**src/rtl/wb_arb_pkg.sv**
```systemverilog
// rtl/wb_arb_pkg.sv - shared types and constants for the register-file writeback arbiter
package wb_arb_pkg;

    localparam int NUM_SRC   = 2;
    localparam int REG_COUNT = 32;
    localparam int ADDR_W    = 5;
    localparam int DATA_W    = 32;

    typedef struct packed {
        logic [ADDR_W-1:0] addr;
        logic [DATA_W-1:0] data;
    } wb_req_t;

endpackage

```
**src/rtl/wb_fifo.sv**
```systemverilog
// rtl/wb_fifo.sv - per-source writeback FIFO; WB_ARB_PENDING_EN exports entry valid/addr vectors
module wb_fifo
    import wb_arb_pkg::*;
#(
    parameter int DEPTH = 2
) (
    input  logic                     clk,
    input  logic                     reset,
    input  logic                     push,
    input  logic                     pop,
    input  wb_req_t                  din,
    output wb_req_t                  dout,
    output logic [$clog2(DEPTH):0]   count,
    output logic                     full,
    output logic                     empty
`ifdef WB_ARB_PENDING_EN
    ,
    output logic [DEPTH-1:0]             entry_valid,
    output logic [DEPTH-1:0][ADDR_W-1:0] entry_addr
`endif
);

    localparam int AW = $clog2(DEPTH);
    localparam logic [AW:0] FULL_CNT = (AW+1)'(DEPTH);

    wb_req_t          mem [DEPTH];
    logic [AW-1:0]    wptr;
    logic [AW-1:0]    rptr;
    logic [DEPTH-1:0] vld;
    logic             do_push;
    logic             do_pop;

    assign full    = (count == FULL_CNT);
    assign empty   = (count == '0);
    assign do_push = push && !full;
    assign do_pop  = pop && !empty;
    assign dout    = mem[rptr];

    always_ff @(posedge clk) begin
        if (do_push) begin
            mem[wptr] <= din;
        end
    end

    // wptr == rptr only when empty or full, so a push and a pop never touch the same vld bit
    always_ff @(posedge clk) begin
        if (reset) begin
            wptr  <= '0;
            rptr  <= '0;
            count <= '0;
            vld   <= '0;
        end else begin
            if (do_push) begin
                vld[wptr] <= 1'b1;
                wptr      <= wptr + AW'(1);
            end
            if (do_pop) begin
                vld[rptr] <= 1'b0;
                rptr      <= rptr + AW'(1);
            end
            case ({do_push, do_pop})
                2'b10:   count <= count + (AW+1)'(1);
                2'b01:   count <= count - (AW+1)'(1);
                default: count <= count;
            endcase
        end
    end

`ifdef WB_ARB_PENDING_EN
    assign entry_valid = vld;
    always_comb begin
        entry_addr = '0;
        for (int i = 0; i < DEPTH; i++) begin
            entry_addr[i] = mem[i].addr;
        end
    end
`endif

endmodule

```
**src/rtl/regfile_wb_arbiter.sv**
```systemverilog
// rtl/regfile_wb_arbiter.sv - round-robin share of the register file write port; WB_ARB_PENDING_EN builds the pending mask
module regfile_wb_arbiter
    import wb_arb_pkg::*;
#(
    parameter int DEPTH = 2
) (
    input  logic                        clk,
    input  logic                        reset,
    input  logic [NUM_SRC-1:0]          src_valid,
    output logic [NUM_SRC-1:0]          src_ready,
    input  logic [NUM_SRC*ADDR_W-1:0]   src_addr,
    input  logic [NUM_SRC*DATA_W-1:0]   src_data,
    output logic                        rf_we,
    output logic [ADDR_W-1:0]           rf_waddr,
    output logic [DATA_W-1:0]           rf_wdata,
    output logic [REG_COUNT-1:0]        pending,
    output logic                        idle
);

    localparam int CW = $clog2(DEPTH) + 1;

    wb_req_t              din   [NUM_SRC];
    wb_req_t              dout  [NUM_SRC];
    logic [CW-1:0]        count [NUM_SRC];
    logic [NUM_SRC-1:0]   full;
    logic [NUM_SRC-1:0]   empty;
    logic [NUM_SRC-1:0]   push;
    logic [NUM_SRC-1:0]   pop;
    logic                 last_grant;
    logic                 win;
    logic                 grant_any;
    wb_req_t              head;

`ifdef WB_ARB_PENDING_EN
    logic [NUM_SRC-1:0][DEPTH-1:0]             ev;
    logic [NUM_SRC-1:0][DEPTH-1:0][ADDR_W-1:0] ea;
`endif

    for (genvar g = 0; g < NUM_SRC; g++) begin : g_src
        assign din[g].addr  = src_addr[ADDR_W*g +: ADDR_W];
        assign din[g].data  = src_data[DATA_W*g +: DATA_W];
        assign src_ready[g] = ~full[g];
        // writes to r0 complete the handshake but are dropped here
        assign push[g] = src_valid[g] & src_ready[g] & ~reset
                       & (src_addr[ADDR_W*g +: ADDR_W] != '0);

        wb_fifo #(.DEPTH(DEPTH)) u_fifo (
            .clk         (clk),
            .reset       (reset),
            .push        (push[g]),
            .pop         (pop[g]),
            .din         (din[g]),
            .dout        (dout[g]),
            .count       (count[g]),
            .full        (full[g]),
            .empty       (empty[g])
`ifdef WB_ARB_PENDING_EN
            ,
            .entry_valid (ev[g]),
            .entry_addr  (ea[g])
`endif
        );
    end

    // round robin: on contention the source not granted last time wins
    always_comb begin
        grant_any = |(~empty);
        win       = 1'b0;
        if (&(~empty)) begin
            win = ~last_grant;
        end else begin
            win = ~empty[1];
        end
        pop = '0;
        if (grant_any) begin
            pop[win] = 1'b1;
        end
        head = win ? dout[1] : dout[0];
    end

    always_ff @(posedge clk) begin
        if (reset) begin
            rf_we      <= 1'b0;
            rf_waddr   <= '0;
            rf_wdata   <= '0;
            last_grant <= 1'b1;
        end else begin
            rf_we <= grant_any;
            if (grant_any) begin
                rf_waddr   <= head.addr;
                rf_wdata   <= head.data;
                last_grant <= win;
            end
        end
    end

    assign idle = (count[0] == '0) && (count[1] == '0) && !rf_we;

`ifdef WB_ARB_PENDING_EN
    always_comb begin
        pending = '0;
        for (int s = 0; s < NUM_SRC; s++) begin
            for (int e = 0; e < DEPTH; e++) begin
                if (ev[s][e]) begin
                    pending[ea[s][e]] = 1'b1;
                end
            end
        end
        if (rf_we) begin
            pending[rf_waddr] = 1'b1;
        end
        pending[0] = 1'b0;
    end
`else
    assign pending = '0;
`endif

endmodule

```
**config.mk**
```make
export PLATFORM = sky130hd
export DESIGN_NAME = regfile_wb_arbiter
export DESIGN_NICKNAME = d
export VERILOG_FILES = /design/src/rtl/wb_arb_pkg.sv /design/src/rtl/wb_fifo.sv /design/src/rtl/regfile_wb_arbiter.sv
export SDC_FILE = /design/constraint.sdc
export NUM_CORES = 1
export LEC_CHECK = 0
export BUFFER_PORTS_ARGS = -buffer_cell sky130_fd_sc_hd__clkbuf_2
export CAP_MARGIN = 20
export CORE_MARGIN = 1.5
export CORE_UTILIZATION = 49
export CTS_CLUSTER_SIZE = 25
export DETAILED_ROUTE_END_ITERATION = 8
export PLACE_DENSITY = 0.75
export SLEW_MARGIN = 20
export SYNTH_ARGS = -nofsm -noshare
export SYNTH_HDL_FRONTEND = slang
export SYNTH_SLANG_ARGS = --single-unit
```
**constraint.sdc**
```tcl
create_clock -name clk -period 3.1 [get_ports clk]
set_input_delay 0 -clock clk [delete_from_list [all_inputs] [get_ports clk]]
set_output_delay 0 -clock clk [all_outputs]
set_load 0.01 [all_outputs]
```
==> results_dict.tcl, run 1 <==
set metrics [dict create \
    ys_types 29 \
    grt_use_total_pct 20.1 \
    grt_max_degree 39 \
    max-slew-margin-rel_pct 35.6 \
    globalplace.congestion 0.772 \
    cts_max_level 4 \
    clock_sinks 197 \
    layout_commonest_cell "edfxtp_1" \
    fmax_ghz 0.466 \
    hp-class "in -> reg" \
    power_leakage_uw 0.00360 \
    fin_nets 769 \
    fin_crit_ps 2140 \
    die_x_um 127 \
    final.setup.tns_ps 0 \
    grt_pass1_vias 4695 \
    wl_per_cell_um 17.5 \
    final_cell_mix "148 x edfxtp_1, 118 x clkbuf_2, 76 x dlygate4sd3_1" \
    syn-cell-area_um2 7490 \
    yosysWarnings 0 \
    fin_ws_ps 955 \
    critPathKind "in -> reg" \
    io_pins 151 \
    period_share_pct 69.2 \
    power.share.combinational_pct 27.3 \
    postCtsSetupBuffers 0 \
    vdd_drop_max_uv 459 \
    grt_pass1_wl_um 24200 \
    synth.area.top_cells "edfxtp_1 59%, dfxtp_1 13%, mux2i_1 9.9%" \
    path_clk_slew_ps 70 \
    power.internal_uw 5250 \
    syn_area_per_cell_um2 15.3 \
    area_growth_syn_to_layout_pct 27.4 \
    grt_overflow_total 0 \
    drv_slew 0 \
    synthArstFlopShare_pct 0 \
    skew_ps 10.3 \
    netSwitchingFraction_pct 30.9 \
    clockBufferDepth 2 \
    preCtsSetupSlack_ps 1030 \
    hold_viol_final 0 \
    synth_edf_count 148 \
    yosysSeqAreaShare_pct 72.4 \
    first_iter_violations 224 \
    drtPass1Iterations 5 \
    maxCapViolCount 0 \
    power.share.clock_pct 27.2 \
    layout.cells.non_filler 891 \
    coreArea_um2 15100 \
    setup_violations 0 \
    initial_core_util_pct 49.6 \
    syn_inst 490 \
    synth_seq_cells 197 \
    path_cells "dlygate4sd3_1, clkbuf_2, or4_1, o211ai_1, or2_2, ha_1, or3_1, a21oi_1" \
    place_inst 781 \
    root_buffer "clkbuf_16" \
    dr_total_vias 4606 \
    cts_tree "yes" \
    cp_slowest_stage_delay_ps 530 \
    worstPathMaxFanout 3 \
    netSwitchingPower_uw 2350 \
    drc_errors 0 \
    die_y_um 127 \
    antenna_found_initial 0 \
    synthFlopType "edfxtp_1" \
    powerDensity_nw_per_um2 796 \
    cts_made_buffers 17 \
    synth_top_area_share_pct 59.3 \
    worstMarginPinSlew_ps 963 \
    worstSkewPairLatency_ps 420 \
    outcome "completed" \
    synth_area_leader_cell "edfxtp_1" \
    io_buffers 118 \
    cp-end-kind "flip-flop" \
    worstPathRequired_ps 3450 \
    drive_gt1_share_pct 24.1 \
    floorplan.die_area_um2 16000 \
    slowest_stage "dlygate4sd3_1" \
    num_rows 45 \
    critical_path.startpoint_type "input port" \
    ant_nets 0 \
    arrival_ps 2490 \
    dp.final_hpwl_um 9320 \
    rsz0062_at_grt "no" \
    viasPerCell 5.17 \
    seqPwrFrac_pct 45.4 \
    drt_wl_total_um 15600 \
]
[logic make-up after synthesis]
logic type,share of synthesized area (%)
DFF,72.4
and+or+nand+nor,5.46
muxes,9.89
buffers and inverters,5.14
AOI/OAI and AO/OA,5.76
xor gates and xnor gates,0.935
adders and majority gates,0.334
other,0.0501
[final timing paths]
check / from / to / slack, ps / depth (start not counted)
worst min register to register: rf_wdata[22]$_SDFFE_PP0N_ / rf_wdata[22]$_SDFFE_PP0N_ / 470 / 1
worst max register to register: g_src[1].u_fifo.count[0]$_SDFFE_PP0P_ / g_src[1].u_fifo.mem[0][0]$_DFFE_PP_ / 1050 / 5
worst min-delay path: reset / g_src[1].u_fifo.rptr$_SDFFE_PP0P_ / 30 / 2
worst max-delay path: src_addr[5] / g_src[1].u_fifo.count[1]$_SDFFE_PP0P_ / 960 / 8
[layout make-up]
class,count,area (um^2)
timing repair buffer,205,1470
clock inverter,11,100
inverter,4,15.0
tap,188,235
multi-input combinational,264,1840
fill,1072,5540
sequential,197,5430
antenna,1,2.50
clock buffer,21,460
[critical path, delay by kind of cell]
kind | cells | cell delay (ps)
and+or+nand+nor | 3 | 1150
buffers and inverters | 2 | 650
AOI/OAI and AO/OA | 2 | 410
adders and majority gates | 1 | 280
[cell usage after synthesis (4+ instances only)]
| master | n |
|---|---|
| nor2_1 | 16 |
| edfxtp_1 | 148 |
| buf_2 | 17 |
| dfxtp_1 | 49 |
| buf_4 | 33 |
| clkbuf_1 | 4 |
| mux2i_1 | 74 |
| nand2_1 | 74 |
| xnor2_1 | 5 |
| a32o_1 | 36 |
[what timing repair did]
item,4_1_cts,5_1_grt
hold buffers,76,0
endpoints found under the hold margin,150,0
resized for setup,0,0
[through the flow]
step | total power [uW] | cell area [um^2] | util [%] | hold WS (ps)
2_1_floorplan | 4860 | 7610 | - | 98.9
3_3_place_gp | 5400 | 8200 | 54.3 | 190
3_5_place_dp | 5470 | 8200 | 54.3 | 193
4_1_cts | 7580 | 9520 | 63.1 | 12.9
5_1_grt | 7950 | 9540 | 63.3 | 48.0
6_report | 7600 | 9550 | 63.3 | 32.4
[flip-flops by register name (all words and copies together), names as in the netlist, named ones only]
register,flops
rf_wdata,32
g_src.u_fifo.wptr,2
rf_we,1
g_src.u_fifo.mem,148
rf_waddr,5
last_grant,1
g_src.u_fifo.rptr,2
g_src.u_fifo.count,4
[power groups by stage]
| stage | sequential [uW] | combinational (uW) | clock [uW] |
|---|---|---|---|
| global placement | 3490 | 1910 | 0 |
| floorplan | 3510 | 1350 | 0 |
| detailed placement | 3500 | 1960 | 0 |
| CTS | 3450 | 2050 | 2090 |
| global route | 3490 | 2260 | 2200 |
| finish | 3450 | 2080 | 2070 |
[layer usage]
metal | share of wire [%] | GRT usage (%) | wire (um) | up-vias
met2 | 52 | 35.5 | 8120 | 176
met3 | 5.0 | 4.09 | 788 | 19
li1 | - | - | - | 2167
met4 | 1.7 | 7.98 | 269 | 0
met5 | 0 | 0 | 0 | -
met1 | 41 | 24.3 | 6430 | 2244
(Power assumes the default switching activity.)
==> run 2, diff against run 1 <==
- clock period: 3.1 -> 1.85 ns (I/O delays scaled with it)
==> results_dict.tcl, run 2 (synthesis results as in run 1) <==
set metrics [dict create \
    fmax_ghz 0.559 \
    dp.final_hpwl_um 9860 \
    io_buffers 118 \
    fin_crit_ps 1790 \
    maxCapViolCount 0 \
    arrival_ps 1920 \
    hold_viol_final 0 \
    powerDensity_nw_per_um2 1340 \
    critPathKind "reg -> reg" \
    viasPerCell 5.16 \
    cp-end-kind "flip-flop" \
    floorplan.die_area_um2 16000 \
    fin_nets 783 \
    area_growth_syn_to_layout_pct 30.7 \
    fillers 1059 \
    grt_pass1_vias 4855 \
    coreArea_um2 15100 \
    drive_gt1_share_pct 26.7 \
    initial_core_util_pct 49.6 \
    outcome "completed" \
    drv_slew 0 \
    reg.largest.list "g_src.u_fifo.mem: 148 flops, rf_wdata: 32 flops, rf_waddr: 5 flops" \
    layout.cells.non_filler 905 \
    antenna_found_initial 1 \
    die_y_um 127 \
    grt_pass1_wl_um 24400 \
    period_share_pct 96.7 \
    grt_use_total_pct 20.3 \
    top_register "g_src.u_fifo.mem" \
    max-slew-margin-rel_pct 56.1 \
    final_core_util_pct 64.9 \
    vdd_drop_max_uv 849 \
    num_rows 45 \
    worstMarginPinSlew_ps 657 \
    multi_input_area_um2 1860 \
    power_leakage_uw 0.00370 \
    grt_max_degree 38 \
    drt_wl_total_um 15900 \
    drc_errors 0 \
    grt_overflow_total 0 \
    cts_tree "yes" \
    cts_made_buffers 17 \
    globalplace.congestion 0.774 \
    worstPathMaxFanout 9 \
    clock_sinks 197 \
    layout_commonest_cell "edfxtp_1" \
    first_iter_violations 252 \
    reg2reg_depth 6 \
    hp-class "in -> reg" \
    io_pins 151 \
    dr_total_vias 4669 \
    final_cell_mix "148 x edfxtp_1, 118 x clkbuf_2, 74 x nand2_1, 74 x mux2i_1, 74 x dlygate4sd3_1" \
    wl_per_cell_um 17.5 \
    path_clk_slew_ps 70 \
    critical_path.startpoint_type "flip-flop" \
    die_x_um 127 \
    root_buffer "clkbuf_16" \
    worstSkewPairLatency_ps 430 \
    skew_ps 7.60 \
    largest_register_ffs 148 \
    setup_violations 0 \
    drtPass1Iterations 4 \
    clockBufferDepth 2 \
    ant_nets 0 \
    hold_depth 4 \
    place_inst 795 \
    cts_max_level 4 \
    seq_area_um2 5440 \
    worstPathRequired_ps 1980 \
]
-- run 2: stage by stage --
stage          total power [uW]  hold slack [ps]  setup WS (ps)  cell area (um^2)  TNS (ps)
6_report                  13100             18.1           61.6              9790         0
5_1_grt                   13700             45.2          -12.6              9790     -57.4
4_1_cts                   13100             2.39           6.99              9720         0
3_5_place_dp               9420              193          -91.5              8410      -111
3_3_place_gp               9260              189           9.59              8410         0
2_1_floorplan              8200             98.9          -17.8              7660     -1010
-- run 2: worst max-delay path, cell delays in order (launching register included) --
cell      delay [ps]
dfxtp_4          370
nand2b_4         130
o211ai_1         130
or2_4            260
buf_4            150
nor2_4           220
buf_4            240
-- run 2: path summary, 6_finish.rpt --
kind                                         startpoint                                  end  slack [ps]
setup / recovery  g_src[1].u_fifo.count[0]$_SDFFE_PP0P_  g_src[1].u_fifo.mem[0][5]$_DFFE_PP_          60
hold / removal                             src_valid[1]    g_src[1].u_fifo.wptr$_SDFFE_PP0P_          20
setup reg to reg  g_src[1].u_fifo.count[0]$_SDFFE_PP0P_  g_src[1].u_fifo.mem[0][5]$_DFFE_PP_          60
hold reg to reg               rf_wdata[14]$_SDFFE_PP0N_            rf_wdata[14]$_SDFFE_PP0N_         470
-- run 2: final cells by class --
| class | instances | area share [%] |
|---|---|---|
| Inverter | 4 | 0.153 |
| Clock buffer | 19 | 4.52 |
| Sequential cell | 197 | 55.5 |
| Multi-Input combinational cell | 264 | 19.0 |
| Antenna cell | 1 | 0.0256 |
| Timing Repair Buffer | 219 | 17.1 |
| Tap cell | 188 | 2.40 |
| Clock inverter | 13 | 1.29 |
-- run 2: what timing repair did --
| item | in CTS | in global routing |
|---|---|---|
| hold buffers | 74 | 0 |
| resized for setup | 0 | 3 |
| endpoints found under the hold margin | 148 | 0 |
| buffers inserted | 0 | 1 |
| setup endpoints to repair | 0 | 14 |
-- run 2: layer usage --
metal / vias up / track usage (%) / wire [um]
li1: 2197 / - / -
met1: 2303 / 24.4 / 6960
met2: 144 / 35.9 / 7980
met3: 25 / 4.81 / 658
met4: 0 / 7.03 / 272
met5: - / 0 / 0
-- run 2: power by group --
group	total [uW]	switching (uW)	internal [uW]
Clock	3520	1610	1910
Combinational	3770	2140	1630
Sequential	5780	319	5460
Total	13100	4080	9000
